===== src/rtl/mem_access_pkg.sv =====
// Shared types and constants for the load/store sequencer.
// Size encodings, FSM state encoding, RAM byte-enable patterns and
// small size-decoding helpers used by mem_access_unit and load_extender.
package mem_access_pkg;

  typedef enum logic [1:0] {
    SIZE_BYTE    = 2'b00,
    SIZE_HALF    = 2'b01,
    SIZE_WORD    = 2'b10,
    SIZE_ILLEGAL = 2'b11
  } size_t;

  typedef enum logic [1:0] {
    ST_IDLE    = 2'b00,
    ST_ISSUE   = 2'b01,
    ST_CAPTURE = 2'b10,
    ST_RESPOND = 2'b11
  } state_t;

  // The RAM rotates lanes itself, so enables are always right-justified.
  localparam logic [3:0] BE_BYTE = 4'b0001;
  localparam logic [3:0] BE_HALF = 4'b0011;
  localparam logic [3:0] BE_WORD = 4'b1111;

  function automatic logic [3:0] be_for_size(input size_t s);
    case (s)
      SIZE_BYTE: return BE_BYTE;
      SIZE_HALF: return BE_HALF;
      SIZE_WORD: return BE_WORD;
      default:   return 4'b0000;
    endcase
  endfunction

  // Offset of the last byte touched by an access (bytes(size) - 1).
  function automatic logic [1:0] last_offset(input size_t s);
    case (s)
      SIZE_BYTE: return 2'd0;
      SIZE_HALF: return 2'd1;
      default:   return 2'd3;
    endcase
  endfunction

endpackage


===== src/rtl/mem_access_unit_load_extender.sv =====
// load_extender: combinational sign/zero extension of raw RAM read data.
// Byte loads extend from bit 7, half loads from bit 15, words pass through.
module load_extender
  import mem_access_pkg::*;
(
  input  logic [1:0]  size,
  input  logic        is_unsigned,
  input  logic [31:0] raw,
  output logic [31:0] ext
);

  logic signed [7:0]  raw_b;
  logic signed [15:0] raw_h;

  assign raw_b = signed'(raw[7:0]);
  assign raw_h = signed'(raw[15:0]);

  // Select the extension according to access size and signedness
  always_comb begin
    ext = raw;
    case (size_t'(size))
      SIZE_BYTE: ext = is_unsigned ? {24'h000000, raw[7:0]}  : {{24{raw_b[7]}}, raw_b};
      SIZE_HALF: ext = is_unsigned ? {16'h0000,   raw[15:0]} : {{16{raw_h[15]}}, raw_h};
      default:   ext = raw;
    endcase
  end

endmodule


===== src/rtl/mem_access_unit.sv =====
// mem_access_unit: one-at-a-time load/store sequencer in front of the
// 32-bit byte-addressable data RAM (one-cycle synchronous read latency).
// Optional build macro MEM_RANGE_CHECK_EN: rejects accesses whose last
// byte lies beyond ADDR_LIMIT; without it only size 2'b11 is an error.
module mem_access_unit
  import mem_access_pkg::*;
#(
  parameter int          ADDR_W     = 18,
  parameter int unsigned ADDR_LIMIT = 2**18 - 1
) (
  input  logic              clock,
  input  logic              reset_n,
  input  logic              req_valid,
  output logic              req_ready,
  input  logic              req_write,
  input  logic [1:0]        req_size,
  input  logic              req_unsigned,
  input  logic [ADDR_W-1:0] req_address,
  input  logic [31:0]       req_wdata,
  output logic              resp_valid,
  input  logic              resp_ready,
  output logic [31:0]       resp_rdata,
  output logic              resp_error,
  output logic [ADDR_W-1:0] ram_address,
  output logic [31:0]       ram_data_in,
  output logic [3:0]        ram_byte_enablers,
  output logic              ram_write_enable,
  input  logic [31:0]       ram_data_out
);

  // Catch a limit that cannot be expressed on the address bus
  if (ADDR_LIMIT > (2**ADDR_W) - 1) begin : g_limit_check
    $error("ADDR_LIMIT exceeds the ADDR_W address space");
  end

  state_t              state;
  logic                req_write_q;
  size_t               req_size_q;
  logic                req_unsigned_q;
  logic [ADDR_W-1:0]   req_addr_q;
  logic [31:0]         req_wdata_q;
  logic [31:0]         rdata_q;
  logic                error_q;
  logic [31:0]         ext_data;
  logic                illegal;
  logic                accept_err;

  assign illegal = (size_t'(req_size) == SIZE_ILLEGAL);

`ifdef MEM_RANGE_CHECK_EN
  localparam logic [ADDR_W:0] LIMIT = ADDR_LIMIT[ADDR_W:0];
  logic [ADDR_W:0] last_byte;

  // One extra bit so an access running past the top of memory is visible
  assign last_byte  = {1'b0, req_address}
                    + {{(ADDR_W-1){1'b0}}, last_offset(size_t'(req_size))};
  assign accept_err = illegal | (last_byte > LIMIT);
`else
  assign accept_err = illegal;
`endif

  load_extender u_ext (
    .size        (req_size_q),
    .is_unsigned (req_unsigned_q),
    .raw         (ram_data_out),
    .ext         (ext_data)
  );

  // Sequencer state, latched request and registered response
  always_ff @(posedge clock) begin
    if (!reset_n) begin
      state          <= ST_IDLE;
      req_write_q    <= 1'b0;
      req_size_q     <= SIZE_BYTE;
      req_unsigned_q <= 1'b0;
      req_addr_q     <= '0;
      req_wdata_q    <= '0;
      rdata_q        <= '0;
      error_q        <= 1'b0;
    end else begin
      case (state)
        ST_IDLE: begin
          if (req_valid) begin
            rdata_q <= '0;
            error_q <= accept_err;
            if (accept_err) begin
              // Rejected requests never touch the RAM port registers.
              state <= ST_RESPOND;
            end else begin
              req_write_q    <= req_write;
              req_size_q     <= size_t'(req_size);
              req_unsigned_q <= req_unsigned;
              req_addr_q     <= req_address;
              req_wdata_q    <= req_wdata;
              state          <= ST_ISSUE;
            end
          end
        end
        ST_ISSUE:   state <= req_write_q ? ST_RESPOND : ST_CAPTURE;
        ST_CAPTURE: begin
          rdata_q <= ext_data;
          state   <= ST_RESPOND;
        end
        ST_RESPOND: if (resp_ready) state <= ST_IDLE;
        default:    state <= ST_IDLE;
      endcase
    end
  end

  assign req_ready   = (state == ST_IDLE);
  assign resp_valid  = (state == ST_RESPOND);
  assign resp_rdata  = rdata_q;
  assign resp_error  = error_q;
  assign ram_address = req_addr_q;
  assign ram_data_in = req_wdata_q;

  // RAM strobes: enables during ISSUE/CAPTURE, write only in ISSUE and never while reset is low
  always_comb begin
    ram_byte_enablers = 4'b0000;
    ram_write_enable  = 1'b0;
    if (state == ST_ISSUE || state == ST_CAPTURE) begin
      ram_byte_enablers = be_for_size(req_size_q);
    end
    if (state == ST_ISSUE) begin
      ram_write_enable = req_write_q & reset_n;
    end
  end

endmodule


===== config.mk =====
export PLATFORM = sky130hd
export DESIGN_NAME = mem_access_unit
export DESIGN_NICKNAME = d
export VERILOG_FILES = /design/src/rtl/mem_access_pkg.sv /design/src/rtl/mem_access_unit_load_extender.sv /design/src/rtl/mem_access_unit.sv
export SDC_FILE = /design/constraint.sdc
export NUM_CORES = 1
export LEC_CHECK = 0
export ABC_AREA = 0
export BUFFER_PORTS_ARGS = -buffer_cell sky130_fd_sc_hd__buf_4
export CAP_MARGIN = 20
export CORE_MARGIN = 4
export CORE_UTILIZATION = 35
export CTS_CLUSTER_DIAMETER = 120
export CTS_CLUSTER_SIZE = 10
export DETAILED_ROUTE_END_ITERATION = 16
export PLACE_DENSITY = 0.71
export RECOVER_POWER = 25
export SLEW_MARGIN = 20
export SYNTH_ARGS = -nofsm -noshare
export SYNTH_HDL_FRONTEND = slang
export SYNTH_HIERARCHICAL = 1
export SYNTH_SLANG_ARGS = --single-unit

===== constraint.sdc =====
create_clock -name clock -period 1.88 [get_ports clock]
set_input_delay 0.188 -clock clock [delete_from_list [all_inputs] [get_ports clock]]
set_output_delay 0.188 -clock clock [all_outputs]
set_load 0.02 [all_outputs]

==> results of run 1 <==
-- through the flow --
| stage | util | total power [mW] | cells | area, um2 |
|---|---|---|---|---|
| final | 0.480 | 6.31 | 745 | 5230 |
| after global routing | 0.480 | 6.71 | 745 | 5230 |
| after CTS | 0.496 | 6.49 | 745 | 5400 |
| after detailed placement | 0.478 | 5.19 | 730 | 5200 |
| after global placement | 0.478 | 5.11 | 730 | 5200 |
| after floorplan | - | 4.30 | 456 | 3910 |
-- synth_stat cells (3+ instances only) --
cell	n
nand3_2	10
ha_1	7
buf_4	13
buf_2	18
nor2_1	34
nand3_1	42
and2_1	3
a32oi_1	32
nand2_1	28
inv_1	3
buf_6	12
a21oi_1	54
clkbuf_1	14
o21ai_1	51
dfxtp_1	89
o21ai_0	25
-- registers in the layout (all words and copies together) (netlist names) --
| register | count |
|---|---|
| req_write_q | 1 |
| resp_error | 1 |
| req_size_q | 2 |
| ram_data_in | 32 |
| req_unsigned_q | 1 |
| ram_address | 18 |
| resp_rdata | 32 |
| state | 2 |
-- cell type report --
cell class / count / share of cell area
multi-input cells: 303 / 0.332
clock inverters: 6 / 0.0134
well taps: 140 / 0.0335
clock buffers: 9 / 0.0237
repair buffers: 194 / 0.254
flip-flops and latches: 89 / 0.341
inverters: 4 / 0.00287
-- cell families after synthesis --
kind of cell               after synthesis  synth area share
AOI/OAI and AO/OA                      168             0.252
and+or+nand+nor                        125             0.158
DFF                                     89             0.455
buffers and inverters                   64             0.103
adders and majority gates                7            0.0224
muxes                                    3           0.00959
-- critical path: stages (launching register included) --
cell	delay, ns
dfxtp_1	0.40
inv_1	0.12
ha_1	0.39
nor2b_1	0.19
buf_4	0.17
-- power by group through the flow --
stage	Clock (mW)	Sequential (mW)	Combinational, mW
global route	1.42	2.40	2.89
finish	1.29	2.37	2.66
CTS	1.34	2.37	2.78
detailed placement	0	2.41	2.77
floorplan	0	2.71	1.60
global placement	0	2.40	2.71
-- how the worst max path moves through the flow --
stage / slack (ns) / endpoint / depth (start not counted) / startpoint
after floorplan: 0.34 / ram_address[10] / 7 / state[0]
after global placement: 0.34 / ram_address[12] / 6 / state[0]
after detailed placement: 0.22 / resp_rdata[4] / 6 / state[0]
after CTS: 0.08 / ram_byte_enablers[0] / 4 / state[0]
after global routing: 0.01 / ram_byte_enablers[0] / 4 / state[1]
final: 0.09 / ram_byte_enablers[0] / 4 / state[0]
-- metal layers --
metal	vias up	wire, um
li1	1918	-
met1	1877	4910
met2	165	5560
met3	17	1190
met4	0	250
met5	-	0
==> results.md, run 1 <==
* Outcome: complete, no violations
* Top_reg_cell synth: dfxtp_1
* LEAKAGE at 2.09 nW
* Setup TNS at 0 ns
* Total CTS buffers at 9
* Final setup margin at 0.0852 ns
* Setup Viol. Count Final at 0
* Hold Path End: ram_address[1]
* Dpl ws at 0.217 ns
* Die Y at 114 um
* Htree depth at 3
* # diodes at 0
* Reg-to-Reg End: resp_rdata[4]
* 1st-pass router iterations at 4
* Initial Utilization at 0.359
* First-pass GRT wire length at 18700 um
* Worst Setup End Kind: output pin
* Yosys warning count at 6
* Most area-consuming cells after synthesis: dfxtp_1 46%, a32oi_1 7.2%, a21oi_1 6.9%, o21ai_1 6.5%, nand3_1 5.4%
* Worst Max-Slew Pin Slew at 0.730 ns
* Synth top area share at 0.455
* Netlist Area Pre-Place at 0.00391 mm2
* Required @ worst endpoint at 1.69 ns
* Remaining DRCs at 0
* Met3 usage at 0.0610
* Fillers at 1129
* F_max at 0.557 GHz
* Initial antenna violation count at 0
* Share of cells above drive strength 1 at 0.304
* Worst hold path depth at 3
* M1 GR Usage at 0.219
* Seq/Total Area, Yosys at 0.455
* GR Util All Layers at 0.177
* Post-route ant nets at 0
* Max_cap viols at 0
* FF-to-FF setup slack at 0.21 ns
* Logic pwr share at 0.421
* WL per Instance at 16.0 um
* Hold Crit Class: primary input to flip-flop
* Asr flop ratio synth at 0
* RSZ-0062 raised after global routing: no
* Die area at 0.0129 mm2
* Std-Cell Rows at 38
* Commonest non-fill, non-tap cell in the layout: buf_4
* Seq cells post-synth at 89
* CTS tree: built
* Hold_buf cts at 0
* Largest net degree at the start of global routing at 48
* Area leader, netlist: dfxtp_1
* Switching Fraction at 0.402
* Routed vias/inst at 5.34
* Slew Limit Fails at 0
* Clk root buf: clkbuf_8
* Crit Path Class: flip-flop to output pin
* Via Count at 3977
* Clock tree sinks at 89
* WHS at 0.0837 ns
* IO Port Bufs at 179
* Fin crit share at 0.955
* Syn-to-layout area delta at 33.7%
* Met2 usage at 0.284
* FF-to-FF path depth at 6
* GRT Max-Usage Layer: met2
* Final Hold Viols at 0
* Yosys cell types at 31
* CTS clk-pin slew, worst paths at 0.09 ns
* Max-slew headroom at 0.504
* Vias in the first global route at 3728
* Total gr overflow at 0
* Startpoint type of the worst setup path: flip-flop
* EDFF count, synth at 0
* GP Congestion at 0.785
* Data arrival, critical path at 1.61 ns
* Final #Nets at 698
* Maximum clock insertion buffer count at 2
* Die span in x at 114 um
* IO Pins at 180
* Core area at 0.0109 mm2
* Worst Skew at 0.00764 ns
* Cells after Synth at 456
* Multi-input gate area at 0.00174 mm2
* Register share of total power at 0.375
* P_sw at 2.54 mW
* Critical path fanouts, max at 4
* Hold_sp: req_address[1]
* Initial DRC Count at 283
* Post-DP HPWL at 8410 um
* Post-Syn Nets at 553
* Clk Latency, worst-skew pair at 0.35 ns
* Min Tclk post-route at 1.79 ns
* R2r startpoint: state[0]
* Max VDD drop at 555 uV
* FF/Latch Area at 0.00178 mm2
* Power density over cell area at 1210 mW/mm2
* Total wire length at 11900 um
* Post-CTS Resized at 0
* Post-CTS Setup Bufs at 0
* Most frequent cells in the layout: 147 x buf_4, 89 x dfxtp_1, 54 x a21oi_1, 51 x o21ai_1, 44 x clkbuf_1
* P_int at 3.78 mW
* Avg Cell Area, Syn at 8.58 um2
* Clock power frac at 0.204
(Power assumes the default switching activity.)
==> inputs of run 2 (changes only) <==
- ABC_AREA: 0 -> default
- PLACE_DENSITY: 0.71 -> 0.72
- SYNTH_HIERARCHICAL: 1 -> default
==> run 2 against run 1 <==
Against the previous run:
- wire length shrank 16%
- non-clock buffer count shrank 8
- cell count shrank 2.8%
- first-iteration DRC count shrank 60%
- combinational power shrank 19%
- clock power grew 5%
- clock-buffer cell count grew 1
- die area shrank 7.1%
- setup slack gained 0.068 ns
- synthesized cell count shrank 7.5%
- sequential cell count is the same
- largest cell class unchanged
- largest power group is now sequential cells
- highest routed layer unchanged
==> results.md, run 2 <==
* Outcome: complete, no violations
* Seq/Total Area, Yosys at 0.493
* List of most frequent post-synthesis cells: 116 x nand2_1, 89 x dfxtp_1, 33 x o21ai_0
* EDFF count, synth at 0
* GP Congestion at 0.789
* Synth top area share at 0.493
* WL per Instance at 13.9 um
* Routed vias/inst at 4.74
* Most common cell in the netlist: nand2_1
* Final Hold Viols at 0
* CTS tree: built
* Yosys cell types at 33
* Maximum clock insertion buffer count at 2
* Netlist Area Pre-Place at 0.00361 mm2
* Share of cells above drive strength 1 at 0.283
* Yosys warning count at 0
* Via Count at 3435
* Setup TNS at 0 ns
* Htree depth at 3
* Largest net degree at the start of global routing at 53
* Fin crit share at 0.919
* Commonest non-fill, non-tap cell in the layout: buf_4
* IO Port Bufs at 179
* Post-Syn Nets at 520
* Initial Utilization at 0.365
* Critical path fanouts, max at 5
* Vias in the first global route at 3291
* Post-CTS Setup Bufs at 0
* FF-to-FF path depth at 8
* Avg Cell Area, Syn at 8.57 um2
* Asr flop ratio synth at 0
* Die area at 0.0120 mm2
* Std-Cell Rows at 36
* Initial antenna violation count at 0
* Min Tclk post-route at 1.73 ns
* Most frequent cells in the layout: 139 x buf_4, 116 x nand2_1, 89 x dfxtp_1, 44 x clkbuf_1, 33 x o21ai_0
* Top_reg_cell synth: dfxtp_1
* F_max at 0.579 GHz
* IO Pins at 180
* Clk Latency, worst-skew pair at 0.35 ns
* Die span in x at 110 um
* LEAKAGE at 2.12 nW
* Clk root buf: clkbuf_8
* # diodes at 0
* 1st-pass router iterations at 4
* Core area at 0.00991 mm2
* Critical path depth in cells at 4
* Hold_buf cts at 0
* Cells after Synth at 422
* Slew Limit Fails at 0
* Die Y at 110 um
* Post-DP HPWL at 7450 um
* Synth Area in Compound Gates at 0.218
* Adder-Cell Fraction of Synth Area at 0.0277
* XOR/XNOR share of the synthesized area at 0
* R2r startpoint: state[0]
* Largest family of logic cells by synthesized area: compound AO/OA/AOI/OAI gates
* Post-synthesis simple-gate area fraction at 0.199
* Hold Path End: ram_address[3]
* Reg-to-Reg End: resp_rdata[13]
* Startpoint type of the worst setup path: flip-flop
* Final #Nets at 684
* Data arrival, critical path at 1.54 ns
* Syn-to-layout area delta at 40.8%
* Clock tree sinks at 89
* Most area-consuming cells after synthesis: dfxtp_1 49%, nand2_1 12%, a21boi_0 6.6%, o21ai_0 4.6%, a21boi_1 4.4%
* CP delay by family, top: flip-flops
* Setup Viol. Count Final at 0
* Area leader, netlist: dfxtp_1
* Slowest stage delay, CP at 0.41 ns
* CP Cell Sequence: inv_1 > ha_2 > and2_1 > buf_4
* Total CTS buffers at 9
* RSZ-0062 raised after global routing: no
* Worst Skew at 0.00807 ns
* CTS clk-pin slew, worst paths at 0.09 ns
* Total gr overflow at 0
* Max_cap viols at 0
* Worst hold path depth at 3
* Fillers at 968
* Hold_sp: req_address[3]
* Seq cells post-synth at 89
* Post-route ant nets at 0
* WHS at 0.0834 ns
* CP max-delay cell: dfxtp_1
* Buffer and inverter count on the worst path at 2
* FF-to-FF setup slack at 0.18 ns
* Remaining DRCs at 0
* Hold Crit Class: primary input to flip-flop
* Max-slew headroom at 0.725
* GR Util All Layers at 0.162
* Required @ worst endpoint at 1.69 ns
* Initial DRC Count at 114
* Total wire length at 10000 um
* Post-synthesis mux area share at 0.00900
* Worst Setup End Kind: output pin
* Total Power at 5.81 mW
* Power density over cell area at 1140 mW/mm2
* First-pass GRT wire length at 15600 um
* Max VDD drop at 514 uV
* Crit Path Class: flip-flop to output pin
* Worst Max-Slew Pin Slew at 0.412 ns
[run 2: cell families (layout without fill, tap and decap cells)]
| kind of cell | count (synthesis) | in the layout |
|---|---|---|
| DFF | 89 | 89 |
| muxes | 2 | 2 |
| buffers and inverters | 39 | 208 |
| and+or+nand+nor | 164 | 164 |
| AOI/OAI and AO/OA | 120 | 120 |
| adders and majority gates | 8 | 8 |
[run 2: what timing repair did]
item | 4_1_cts | 5_1_grt
resized for setup | 0 | 2
endpoints found under the hold margin | 0 | 0
endpoints found under the setup margin | 0 | 64
[run 2: how the worst max path moves through the flow]
stage                                 to  slack [ns]  startpoint
global route        ram_byte_enablers[0]       0.009    state[1]
finish              ram_byte_enablers[3]        0.15    state[1]
CTS                       resp_rdata[17]       0.008    state[1]
global placement          resp_rdata[31]        0.20    state[1]
floorplan                 resp_rdata[21]        0.11    state[0]
detailed placement        resp_rdata[17]        0.03    state[1]
[run 2: final cells by class]
cell class / instances / area [um2] / area share
clock buffers: 10 / 138 / 0.0270
clock inverters: 6 / 66.3 / 0.0130
inverters: 6 / 22.5 / 0.00442
multi-input cells: 294 / 1650 / 0.324
flip-flops and latches: 89 / 1780 / 0.350
well taps: 133 / 166 / 0.0327
repair buffers: 186 / 1270 / 0.249
[run 2: tightest hold or removal path, stage by stage]
cell      delay [ns]
buf_4           0.11
nand2_1         0.04
a21boi_1        0.05
[run 2: through the flow]
| step | instance area (um2) | setup WS, ns | instances | util |
|---|---|---|---|---|
| after floorplan | 3610 | 0.105 | 422 | - |
| after global placement | 5050 | 0.195 | 708 | 0.509 |
| after detailed placement | 5050 | 0.0336 | 708 | 0.509 |
| after CTS | 5250 | 0.00773 | 724 | 0.530 |
| after global routing | 5090 | 0.00890 | 724 | 0.514 |
| final | 5090 | 0.153 | 724 | 0.514 |
[run 2: where the power goes]
group	internal, mW	switching [mW]
sequential	2.15	0.153
combinational	0.836	1.32
clock	0.657	0.694
total	3.65	2.17
[run 2: metal layers]
layer | routed length [um] | part of all wire | GRT usage
met5 | 0 | 0 | 0
met4 | 115 | 0.011 | 0.0401
met3 | 1020 | 0.10 | 0.0693
met2 | 4820 | 0.48 | 0.276
met1 | 4080 | 0.41 | 0.187
